[config.mk]
export PLATFORM = sky130hd
export DESIGN_NAME = pvt_gpi_mc
export DESIGN_NICKNAME = d
export VERILOG_FILES = /design/src/rtl/pvt_gpi_pkg.sv /design/src/rtl/pvt_gpi_filter.sv /design/src/rtl/pvt_gpi_mc.sv
export SDC_FILE = /design/constraint.sdc
export NUM_CORES = 1
export LEC_CHECK = 0
export BUFFER_PORTS_ARGS = -buffer_cell sky130_fd_sc_hd__clkbuf_2
export CORE_ASPECT_RATIO = 1.2
export CORE_MARGIN = 5
export CORE_UTILIZATION = 50
export CTS_CLUSTER_DIAMETER = 50
export CTS_CLUSTER_SIZE = 14
export DETAILED_ROUTE_END_ITERATION = 8
export HOLD_SLACK_MARGIN = 0.06
export PLACE_DENSITY = 0.87
export SYNTH_ARGS = -nofsm -noshare
export SYNTH_HDL_FRONTEND = slang
export SYNTH_SLANG_ARGS = --single-unit
[constraint.sdc]
create_clock -name clk -period 1.85 [get_ports clk]
set_clock_uncertainty 0.05 [all_clocks]
set_input_delay 0.185 -clock clk [delete_from_list [all_inputs] [get_ports clk]]
set_output_delay 0.185 -clock clk [all_outputs]
set_load 0.05 [all_outputs]
[src/rtl/pvt_gpi_pkg.sv]
// pvt_gpi_pkg: shared types for the multi-chain serial GPIO input deserializer.
// Holds the frame state encoding and the parallel-load length.
package pvt_gpi_pkg;

    typedef enum logic [1:0] {
        IDLE   = 2'd0,
        LOAD   = 2'd1,
        SHIFT  = 2'd2,
        UPDATE = 2'd3
    } gpi_state_t;

    localparam int LOAD_TICKS = 2;
    localparam int LOAD_CNT_W = (LOAD_TICKS > 1) ? $clog2(LOAD_TICKS) : 1;

endpackage

[src/rtl/pvt_gpi_filter.sv]
// pvt_gpi_filter: per-bit frame-to-frame glitch filter with sticky change flag.
// A bit follows its raw value only after FILTER_DEPTH identical frames.
module pvt_gpi_filter
    import pvt_gpi_pkg::*;
#(
    parameter int   FILTER_DEPTH = 2,
    parameter logic DEFAULT_BIT  = 1'b0
) (
    input  logic clk,
    input  logic reset_n,
    input  logic update,
    input  logic raw,
    input  logic int_mask,
    input  logic change_clr,
    output logic par_bit,
    output logic change_pend
);

    localparam int CW = (FILTER_DEPTH > 1) ? $clog2(FILTER_DEPTH) : 1;
    localparam logic [CW-1:0] CNT_MAX = CW'(FILTER_DEPTH - 1);

    logic          raw_prev;
    logic [CW-1:0] cnt;
    logic [CW-1:0] cnt_nxt;
    logic          take;
    logic          set;

    // Count saturates so a long-stable bit keeps refreshing par_bit.
    always_comb begin
        cnt_nxt = '0;
        if (raw == raw_prev) begin
            cnt_nxt = (cnt == CNT_MAX) ? cnt : cnt + 1'b1;
        end
    end

    assign take = update && (cnt_nxt == CNT_MAX);
    assign set  = take && (raw != par_bit) && int_mask;

    always_ff @(posedge clk or negedge reset_n) begin
        if (!reset_n) begin
            raw_prev    <= DEFAULT_BIT;
            cnt         <= '0;
            par_bit     <= DEFAULT_BIT;
            change_pend <= 1'b0;
        end else begin
            if (update) begin
                raw_prev <= raw;
                cnt      <= cnt_nxt;
            end
            if (take) begin
                par_bit <= raw;
            end
            change_pend <= set | (change_pend & ~change_clr);
        end
    end

endmodule

[src/rtl/pvt_gpi_mc.sv]
// pvt_gpi_mc: drives serclk/load to NUM_CH PISO chains, captures all chains
// concurrently and filters each bit before presenting it to the host.
module pvt_gpi_mc
    import pvt_gpi_pkg::*;
#(
    parameter int NUM_CH          = 2,
    parameter int TOTAL_BIT_COUNT = 64,
    parameter logic [NUM_CH*TOTAL_BIT_COUNT-1:0] DEFAULT_STATE = '0,
    parameter int FILTER_DEPTH    = 2,
    parameter int NUMBER_OF_COUNTER_BITS = $clog2(TOTAL_BIT_COUNT)
) (
    input  logic                              clk,
    input  logic                              reset_n,
    input  logic                              clk_ena,
    input  logic                              scan_en,
    input  logic [NUM_CH-1:0]                 sdi,
    input  logic [NUM_CH*TOTAL_BIT_COUNT-1:0] int_mask,
    input  logic [NUM_CH*TOTAL_BIT_COUNT-1:0] change_clr,
    output logic                              serclk_out,
    output logic                              par_load_out_n,
    output logic [NUM_CH*TOTAL_BIT_COUNT-1:0] par_data,
    output logic [NUM_CH*TOTAL_BIT_COUNT-1:0] change_pend,
    output logic                              irq,
    output logic                              frame_done
);

    localparam int W = NUM_CH * TOTAL_BIT_COUNT;
    localparam logic [NUMBER_OF_COUNTER_BITS-1:0] LAST_BIT =
        NUMBER_OF_COUNTER_BITS'(TOTAL_BIT_COUNT - 1);
    localparam logic [LOAD_CNT_W-1:0] LOAD_LAST = LOAD_CNT_W'(LOAD_TICKS - 1);

    gpi_state_t                        state;
    gpi_state_t                        state_d;
    logic                              serclk_d;
    logic [LOAD_CNT_W-1:0]             load_cnt;
    logic [LOAD_CNT_W-1:0]             load_cnt_d;
    logic [NUMBER_OF_COUNTER_BITS-1:0] bit_idx;
    logic [NUMBER_OF_COUNTER_BITS-1:0] bit_idx_d;
    logic                              capture;
    logic                              update;
    logic [W-1:0]                      raw;

    assign update = (state == UPDATE);

    always_comb begin
        state_d    = state;
        serclk_d   = serclk_out;
        load_cnt_d = load_cnt;
        bit_idx_d  = bit_idx;
        capture    = 1'b0;
        unique case (state)
            IDLE: begin
                serclk_d   = 1'b0;
                load_cnt_d = '0;
                if (clk_ena && scan_en) begin
                    state_d = LOAD;
                end
            end
            LOAD: begin
                serclk_d  = 1'b0;
                bit_idx_d = '0;
                if (clk_ena) begin
                    if (load_cnt == LOAD_LAST) begin
                        state_d = SHIFT;
                    end else begin
                        load_cnt_d = load_cnt + 1'b1;
                    end
                end
            end
            SHIFT: begin
                if (clk_ena) begin
                    serclk_d = ~serclk_out;
                    if (!serclk_out) begin
                        capture = 1'b1;
                    end else if (bit_idx == LAST_BIT) begin
                        state_d = UPDATE;
                    end else begin
                        bit_idx_d = bit_idx + 1'b1;
                    end
                end
            end
            UPDATE: begin
                load_cnt_d = '0;
                state_d    = scan_en ? LOAD : IDLE;
            end
            default: state_d = IDLE;
        endcase
    end

    // Load strobe registered from the next state so it is glitch-free.
    always_ff @(posedge clk or negedge reset_n) begin
        if (!reset_n) begin
            state          <= IDLE;
            serclk_out     <= 1'b0;
            par_load_out_n <= 1'b1;
            load_cnt       <= '0;
            bit_idx        <= '0;
            frame_done     <= 1'b0;
            irq            <= 1'b0;
        end else begin
            state          <= state_d;
            serclk_out     <= serclk_d;
            par_load_out_n <= (state_d != LOAD);
            load_cnt       <= load_cnt_d;
            bit_idx        <= bit_idx_d;
            frame_done     <= update;
            irq            <= |change_pend;
        end
    end

    for (genvar c = 0; c < NUM_CH; c++) begin : g_ch
        logic [TOTAL_BIT_COUNT-1:0] raw_ch;

        always_ff @(posedge clk or negedge reset_n) begin
            if (!reset_n) begin
                raw_ch <= DEFAULT_STATE[c*TOTAL_BIT_COUNT +: TOTAL_BIT_COUNT];
            end else if (capture) begin
                raw_ch[bit_idx] <= sdi[c];
            end
        end

        assign raw[c*TOTAL_BIT_COUNT +: TOTAL_BIT_COUNT] = raw_ch;
    end

    for (genvar i = 0; i < W; i++) begin : g_bit
        pvt_gpi_filter #(
            .FILTER_DEPTH (FILTER_DEPTH),
            .DEFAULT_BIT  (DEFAULT_STATE[i])
        ) u_filt (
            .clk         (clk),
            .reset_n     (reset_n),
            .update      (update),
            .raw         (raw[i]),
            .int_mask    (int_mask[i]),
            .change_clr  (change_clr[i]),
            .par_bit     (par_data[i]),
            .change_pend (change_pend[i])
        );
    end

endmodule
==> results of run 1 <==
==> state kept, by name, summed over array words and instances (netlist names) <==
| register | cells |
|---|---|
| g_ch.raw_ch | 128 |
| g_bit.u_filt.change_pend | 128 |
| bit_idx | 6 |
| serclk_out | 1 |
| frame_done | 1 |
| state | 2 |
| g_bit.u_filt.par_bit | 128 |
| par_load_out_n | 1 |
| g_bit.u_filt.raw_prev | 128 |
| irq | 1 |
| load_cnt | 1 |
==> kinds of logic (layout without fill, tap and decap cells) <==
group | after synthesis | after routing | share of synthesized area, %
adders and majority gates | 6 | 6 | 0.2906
and+or+nand+nor | 926 | 926 | 15.74
AOI/OAI and AO/OA | 531 | 531 | 11.05
xor gates and xnor gates | 1 | 1 | 0.03391
other | 0 | 9 | 0
muxes | 258 | 258 | 11.24
DFF | 525 | 525 | 50.86
buffers and inverters | 467 | 1111 | 10.78
==> layer usage <==
metal / GRT usage, % / share of wire (%) / wire, µm / up-vias
met2: 48.97 / 47 / 41860 / 1300
met3: 6.299 / 7.9 / 7026 / 380
met1: 36.30 / 38 / 33160 / 11070
met4: 17.98 / 7.2 / 6331 / 2
li1: - / - / - / 10130
met5: 0 / 0.010 / 9 / -
==> where the power goes <==
part	total (mW)	switching, mW	internal, mW
sequential	13.2	1.10	12.1
combinational	6.06	3.16	2.90
clock	10.4	4.65	5.72
total	29.6	8.91	20.7
==> cell type report <==
| type | instances | area (µm²) | share of cell area [%] |
|---|---|---|---|
| Sequential cell | 525 | 13140 | 39.59 |
| Multi-Input combinational cell | 1722 | 10510 | 31.67 |
| Timing Repair Buffer | 905 | 6633 | 19.98 |
| Clock buffer | 56 | 1325 | 3.991 |
| Tap cell | 651 | 814.5 | 2.453 |
| Inverter | 132 | 495.5 | 1.492 |
| Clock inverter | 18 | 252.7 | 0.7613 |
| Antenna cell | 9 | 22.52 | 0.06783 |
==> path summary, 6_finish.rpt <==
kind,end
max in group asynchronous,g_bit[63].u_filt.par_bit$_DFFE_PN0P_
min in group asynchronous,par_load_out_n$_DFF_PN1_
hold / removal,g_ch[1].raw_ch[56]$_DFFE_PN0P_
hold reg to reg,load_cnt$_DFFE_PN0P_
setup reg to reg,irq$_DFF_PN0_
setup / recovery,irq$_DFF_PN0_
==> repair_timing <==
| action | in CTS | in global routing |
|---|---|---|
| buffers inserted | 1 | 7 |
| endpoints found under the setup margin | 23 | 157 |
| hold buffers | 260 | 0 |
| gates cloned | 0 | 1 |
| pin swaps | 7 | 14 |
| resized for setup | 16 | 101 |
| hold endpoints to repair | 657 | 0 |
==> cell usage after synthesis (2+ instances only) <==
master / number / share of area [%]
or3b_2: 2 / 0.068
nor3_1: 2 / 0.039
clkbuf_1: 33 / 0.48
and3_1: 2 / 0.048
inv_1: 132 / 1.9
mux2_2: 255 / 11
nand3b_1: 5 / 0.15
dfrtp_1: 524 / 51
nand4_1: 8 / 0.19
buf_2: 36 / 0.70
o211ai_1: 3 / 0.087
nor2_1: 424 / 6.2
buf_1: 3 / 0.044
o21ai_0: 6 / 0.12
clkbuf_2: 2 / 0.039
nor4_1: 34 / 0.82
a21oi_1: 386 / 7.5
mux2_1: 2 / 0.087
nor3b_4: 2 / 0.15
nand2b_1: 128 / 3.1
and3b_1: 2 / 0.068
nand2_1: 299 / 4.3
or3_1: 2 / 0.048
nand3_1: 5 / 0.097
o22ai_1: 128 / 3.1
ha_1: 6 / 0.29
buf_4: 259 / 7.5
nor3b_1: 2 / 0.058
==> through the flow <==
step	setup WS (ns)	setup TNS (ns)	util [%]	instance area (µm²)
floorplan	-0.08815	-4.759	-	26050
global placement	-0.8886	-0.8886	55.49	28430
detailed placement	-0.1346	-0.4404	55.50	28430
CTS	-0.03501	-0.1435	63.78	32680
global route	-0.1099	-4.369	64.79	33200
finish	-0.04712	-0.3542	64.80	33200
==> worst reg2reg max path: cells and delay by family (launching register included) <==
kind | cells | cell delay [ns]
flops | 1 | 0.41
buf+inv | 2 | 0.33
simple gates | 4 | 0.99
==> run_results.csv, run 1 <==
group,metric,value,unit
placement,hpwl,55860,µm
floorplanning,core.rowCount,91,
critical_path,worstSetupPathType,"reg2reg",
clock_network,worstSkewPairLatency,0.61,ns
critical_path,cp_common_cell,"buf_4",
critical_path,crit_cells,6,
floorplanning,dieArea,56330,µm²
critical_path,cp-start-kind,"flip-flop",
layout,nets,3604,
critical_path,worstReg2RegStart,"g_bit[5].u_filt.change_pend$_DFF_PN0_",
route,first_pass_iters,6,
layout,layout_commonest_cell,"dfrtp_1",
critical_path,critPathTopFamily,"simple AND/OR/NAND/NOR gates",
logic_synthesis,synth_warnings,0,
timing,tightest_slew,0.7614,ns
timing,period_share,102.5,%
critical_path,ff2ff_path_depth,6,
layout,area_delta_synth_final,28.53,%
critical_path,cp-startpoint,"g_bit[5].u_filt.change_pend$_DFF_PN0_",
layout,drive_above_1_share,31.45,%
global_route,grt_pass1_vias,22970,
timing,hold_viol,0,
logic_synthesis,synth_nets,2982,
run_status,violations,"negative setup slack",
critical_path,r2r_slack,-0.05,ns
route,num_vias,22880,
clock_network,cts_made_buffers,50,
timing,fin_hold_ws,0.1517,ns
floorplanning,core_area,51240,µm²
clock_network,cts.reportedPaths.clkPinSlew,0.07,ns
timing,setup_viol,23,
floorplanning,io_pins,522,
placement,gp_congestion,0.8621,
floorplanning,initial_utilization,50.42,%
logic_synthesis,netlist_area,25830,µm²
worst_hold_path,min_from,"sdi[1]",
critical_path,slowest_stage,"dfrtp_1",
logic_synthesis,syn_inst,2714,
power,p_leak,15.40,nW
global_route,grt_start_max_net_pins,88,
route,routed_via_density,5.695,
critical_path,worstPathCellList,"nor4_1 > buf_4 > nand4_1 > nor4_2 > buf_4 > nand2_1",
route,ant_nets,0,
route,drtIter0Drc,2387,
timing,max_freq,527.1,MHz
logic_synthesis,synth_ff_type,"dfrtp_1",
clock_network,cts_root_buf,"clkbuf_16",
timing,rsz0062_at_grt,"yes",
floorplanning,die_y,259.0,µm
layout,final_cell_mix,"dfrtp_1 (520), clkbuf_2 (518), nor2_1 (392)",
logic_synthesis,synth.avg_cell_area,9.518,µm²
clock_network,ctsLongestPathBuffers,3,
timing,slew_headroom,49.24,%
timing,layout_setup_ws,-0.04712,ns
logic_synthesis,synth-edff-count,0,
timing,final-max-slew-violation-count,0,
power,vdd_drop_max,0.6297,mV
global_route,antenna_found_initial,9,
critical_path,max_stage_delay,0.41,ns
placement,dp.cells,3667,
placement,port_buffers,521,
layout,fillCellCount,3481,
power,p_per_area,891.7,nW/µm²
run_status,outcome,"finished, violations left",
clock_network,clkSinkCount,525,
critical_path,cp_num_buf_inv,2,
job,maxCapViolations,0,
critical_path,arrival,2.33,ns
global_route,grt_pass1_wl,132000,µm
critical_path,cp_data_required_time,2.28,ns
route,drc,0,
clock_network,tritoncts,"built",
logic_synthesis,yosysSeqAreaShare,50.86,%
layout,fin_cells,4018,
clock_network,cts_max_level,2,
logic_synthesis,synth_seq_cells,525,
worst_hold_path,hold_path_class,"in2reg",
timing,period_needed,1.897,ns
critical_path,worst-path-max-fanout,3,
route,post_drt_wl_per_cell,22.00,µm
logic_synthesis,synth_cell_type_count,50,
power,total_power,29.60,mW
floorplanning,die_w,217.5,µm
critical_path,critPathCaptureType,"flip-flop",
global_route,grt_usage,29.85,%
worst_hold_path,min_path_cells,2,
route,drt_wl_total,88390,µm
global_route,gr-total-overflow,0,
logic_synthesis,synthArstFlopShare,100.0,%
Note: power is estimated with default switching activity, not from simulation.
==> run 2, diff against run 1 <==
- CORE_UTILIZATION: 50 -> 49
- PLACE_DENSITY: 0.87 -> 0.86
- SYNTH_HIERARCHICAL: default -> 1
==> run 2 against run 1 <==
Effect of this change: the run still ends with negative setup slack left; total power is 17% lower; global-route usage is 0.67 points higher; sequential power decreased by 12%; non-clock buffer count is the same; design area is 0.49% lower; die area shrank 5.9%; sequential share of layout area increased by 0.19 points; cell count down 7.0%; critical endpoint unchanged; highest routed layer is now met4.
==> run_results.csv, run 2 <==
group,metric,value,unit
layout,layout_commonest_cell,"dfrtp_1",
global_route,grt_pass1_wl,128100,µm
timing,max_freq,489.2,MHz
timing,rsz0062_at_grt,"yes",
placement,preCtsSetupSlack,-0.1944,ns
floorplanning,core.rowCount,88,
run_status,violations,"negative setup slack",
worst_hold_path,hold_path_class,"in2reg",
layout,area_delta_synth_final,39.10,%
critical_path,worstSetupPathType,"reg2reg",
power,internal_power,18.48,mW
logic_synthesis,synth_warnings,6,
global_route,grt_pass1_vias,23280,
logic_synthesis,synth.avg_cell_area,11.05,µm²
power,total_power,24.71,mW
route,drc,0,
placement,dp.cells,3395,
layout,multi_input_area,10540,µm²
clock_network,clkSinkCount,525,
critical_path,cp_num_buf_inv,2,
critical_path,arrival,2.48,ns
layout,drive_above_1_share,34.15,%
layout,fin_util,68.82,%
critical_path,slowest_stage,"dfrtp_1",
clock_network,tritoncts,"built",
timing,final-max-slew-violation-count,0,
critical_path,cp-start-kind,"flip-flop",
logic_synthesis,yosys-top-cells-count,"dfrtp_1 (524), a21oi_1 (261), nand2b_1 (259)",
logic_synthesis,syn_inst,2150,
clock_network,ctsLongestPathBuffers,3,
placement,port_buffers,521,
power,power_frac_seq,47.1,%
route,drt_wl_total,85190,µm
logic_synthesis,synth_cell_type_count,49,
critical_path,cp_common_cell,"buf_4",
clock_network,cts_max_level,2,
logic_synthesis,yosysTopAreaCell,"dfrtp_1",
power,combinationalPowerShare,12.3,%
clock_network,worstSkewPairLatency,0.60,ns
power,pwr-share-clk,40.6,%
logic_synthesis,synth_area_leaders,"dfrtp_1 (55%), mux2_2 (12%), nand2b_1 (6.8%)",
logic_synthesis,synth_nets,2418,
logic_synthesis,netlist_area,23750,µm²
floorplanning,io_pins,522,
floorplanning,core_area,48010,µm²
floorplanning,die_y,251.2,µm
critical_path,max_stage_delay,0.45,ns
placement,hpwl,54450,µm
run_status,outcome,"finished, violations left",
placement,gp_congestion,0.8978,
route,first_pass_iters,7,
timing,slew_headroom,16.22,%
global_route,gr-total-overflow,0,
global_route,grt_usage,30.53,%
floorplanning,die_w,211.0,µm
global_route,grt_start_max_net_pins,76,
power,vdd_drop_max,0.6589,mV
logic_synthesis,yosysSeqAreaShare,55.32,%
layout,nets,3348,
power,p_leak,15.74,nW
logic_synthesis,synth.top_cell.area_share,55.21,%
power,p_per_area,748.1,nW/µm²
layout,fin_cells,3735,
layout,seqCellArea,13140,µm²
critical_path,cp_data_required_time,2.28,ns
timing,period_share,110.5,%
timing,tightest_slew,1.257,ns
layout,final_cell_mix,"dfrtp_1 (521), clkbuf_2 (518), a21oi_1 (261)",
route,routed_via_density,5.889,
clock_network,cts_root_buf,"clkbuf_16",
logic_synthesis,synth-edff-count,0,
timing,hold_viol,0,
logic_synthesis,synth_ff_type,"dfrtp_1",
power,switching_share,25.21,%
layout,fillCellCount,3168,
global_route,antenna_found_initial,7,
route,post_drt_wl_per_cell,22.81,µm
logic_synthesis,synth_seq_cells,525,
route,drtIter0Drc,1679,
route,ant_nets,0,
timing,period_needed,2.044,ns
job,maxCapViolations,0,
clock_network,cts_made_buffers,48,
clock_network,cts.reportedPaths.clkPinSlew,0.06,ns
critical_path,critPathCaptureType,"flip-flop",
floorplanning,initial_utilization,49.48,%
floorplanning,dieArea,52990,µm²
critical_path,worstPathCellList,"nor4_4 > buf_4 > nand4_1 > buf_4 > nor4_1 > nand2_1",
timing,layout_setup_ws,-0.1940,ns
timing,setup_viol,45,
critical_path,worst-path-max-fanout,3,
critical_path,critPathTopFamily,"simple AND/OR/NAND/NOR gates",
route,num_vias,22000,
logic_synthesis,synth.most_common_cell,"dfrtp_1",
logic_synthesis,synthArstFlopShare,100.0,%
power,switchingPower,6.232,mW
==> run 2: cell count changes in the layout (fill, tap and decap cells not counted), sizes merged, moves of 3 or more <==
cell,change
a21oi,-125
a32o,+128
nand2,-129
nand2b,+131
nor2,-260
o21ai,-3
o22ai,+4
==> run 2: area by class of cell <==
| cell class | count | area share, % |
|---|---|---|
| Sequential cell | 525 | 39.78 |
| Multi-Input combinational cell | 1468 | 31.91 |
| Timing Repair Buffer | 905 | 19.86 |
| Clock buffer | 54 | 3.889 |
| Tap cell | 630 | 2.386 |
| Inverter | 132 | 1.500 |
| Clock inverter | 14 | 0.6249 |
| Antenna cell | 7 | 0.05302 |
==> run 2: logic make-up (layout without fill, tap and decap cells) <==
kind of cell	count (synthesis)	count (layout)	synth area share (%)
simple gates	667	667	14.67
mux	258	258	12.22
other cells	0	7	0
xor+xnor	3	3	0.1106
fa+ha+maj	6	6	0.3161
buf+inv	157	1105	2.587
compound gates	534	534	14.78
flops	525	525	55.32
==> run 2: worst paths after layout <==
check / start / to / slack [ns] / cells past startpoint
max: g_bit[49].u_filt/change_pend$_DFF_PN0_ / irq$_DFF_PN0_ / -0.19 / 6
min: scan_en / state[1]$_DFF_PN0_ / 0.11 / 4
max reg2reg: g_bit[49].u_filt/change_pend$_DFF_PN0_ / irq$_DFF_PN0_ / -0.19 / 6
min reg2reg: g_bit[4].u_filt/change_pend$_DFF_PN0_ / g_bit[4].u_filt/change_pend$_DFF_PN0_ / 0.48 / 1
max in group asynchronous: reset_n / g_bit[47].u_filt/par_bit$_DFFE_PN0P_ / 0.30 / 5
min in group asynchronous: reset_n / g_bit[15].u_filt/raw_prev$_DFFE_PN0P_ / 0.56 / 3
==> run 2: per-layer routing <==
metal	track usage (%)	vias to the layer above	wire length [µm]
li1	-	9601	-
met1	35.27	10770	30330
met2	52.69	1210	42140
met3	4.980	418	5901
met4	19.25	0	6816
met5	0	-	0
==> run 2: worst min-delay path: stages <==
cell      delay (ns)
clkbuf_2        0.13
a21bo_2         0.15
o32ai_1         0.07
o21bai_1        0.17
==> run 2: power by group through the flow <==
stage | sequential, mW | combinational [mW] | clock, mW
2_1_floorplan | 11.9 | 1.17 | 0
3_3_place_gp | 11.8 | 2.29 | 0
3_5_place_dp | 11.8 | 2.41 | 0
4_1_cts | 11.6 | 2.87 | 10.1
5_1_grt | 11.6 | 3.26 | 10.6
6_report | 11.6 | 3.04 | 10.0
==> run 2: metrics by stage <==
stage,cell area [µm²],hold WS (ns),TNS [ns]
finish,33040,0.1071,-1.438
global route,33040,0.09896,-6.752
CTS,32630,0.06103,-0.6408
detailed placement,28300,0.07357,-11.73
global placement,28300,0.07969,-6.119
floorplan,23840,-0.1606,-784.94
==> run 2: repair_timing <==
item,CTS,global route
setup endpoints to repair,124,126
gates cloned,0,2
hold endpoints to repair,590,0
buffers inserted,0,4
gates resized for setup,65,78
pin swaps,6,10
hold buffers,259,0
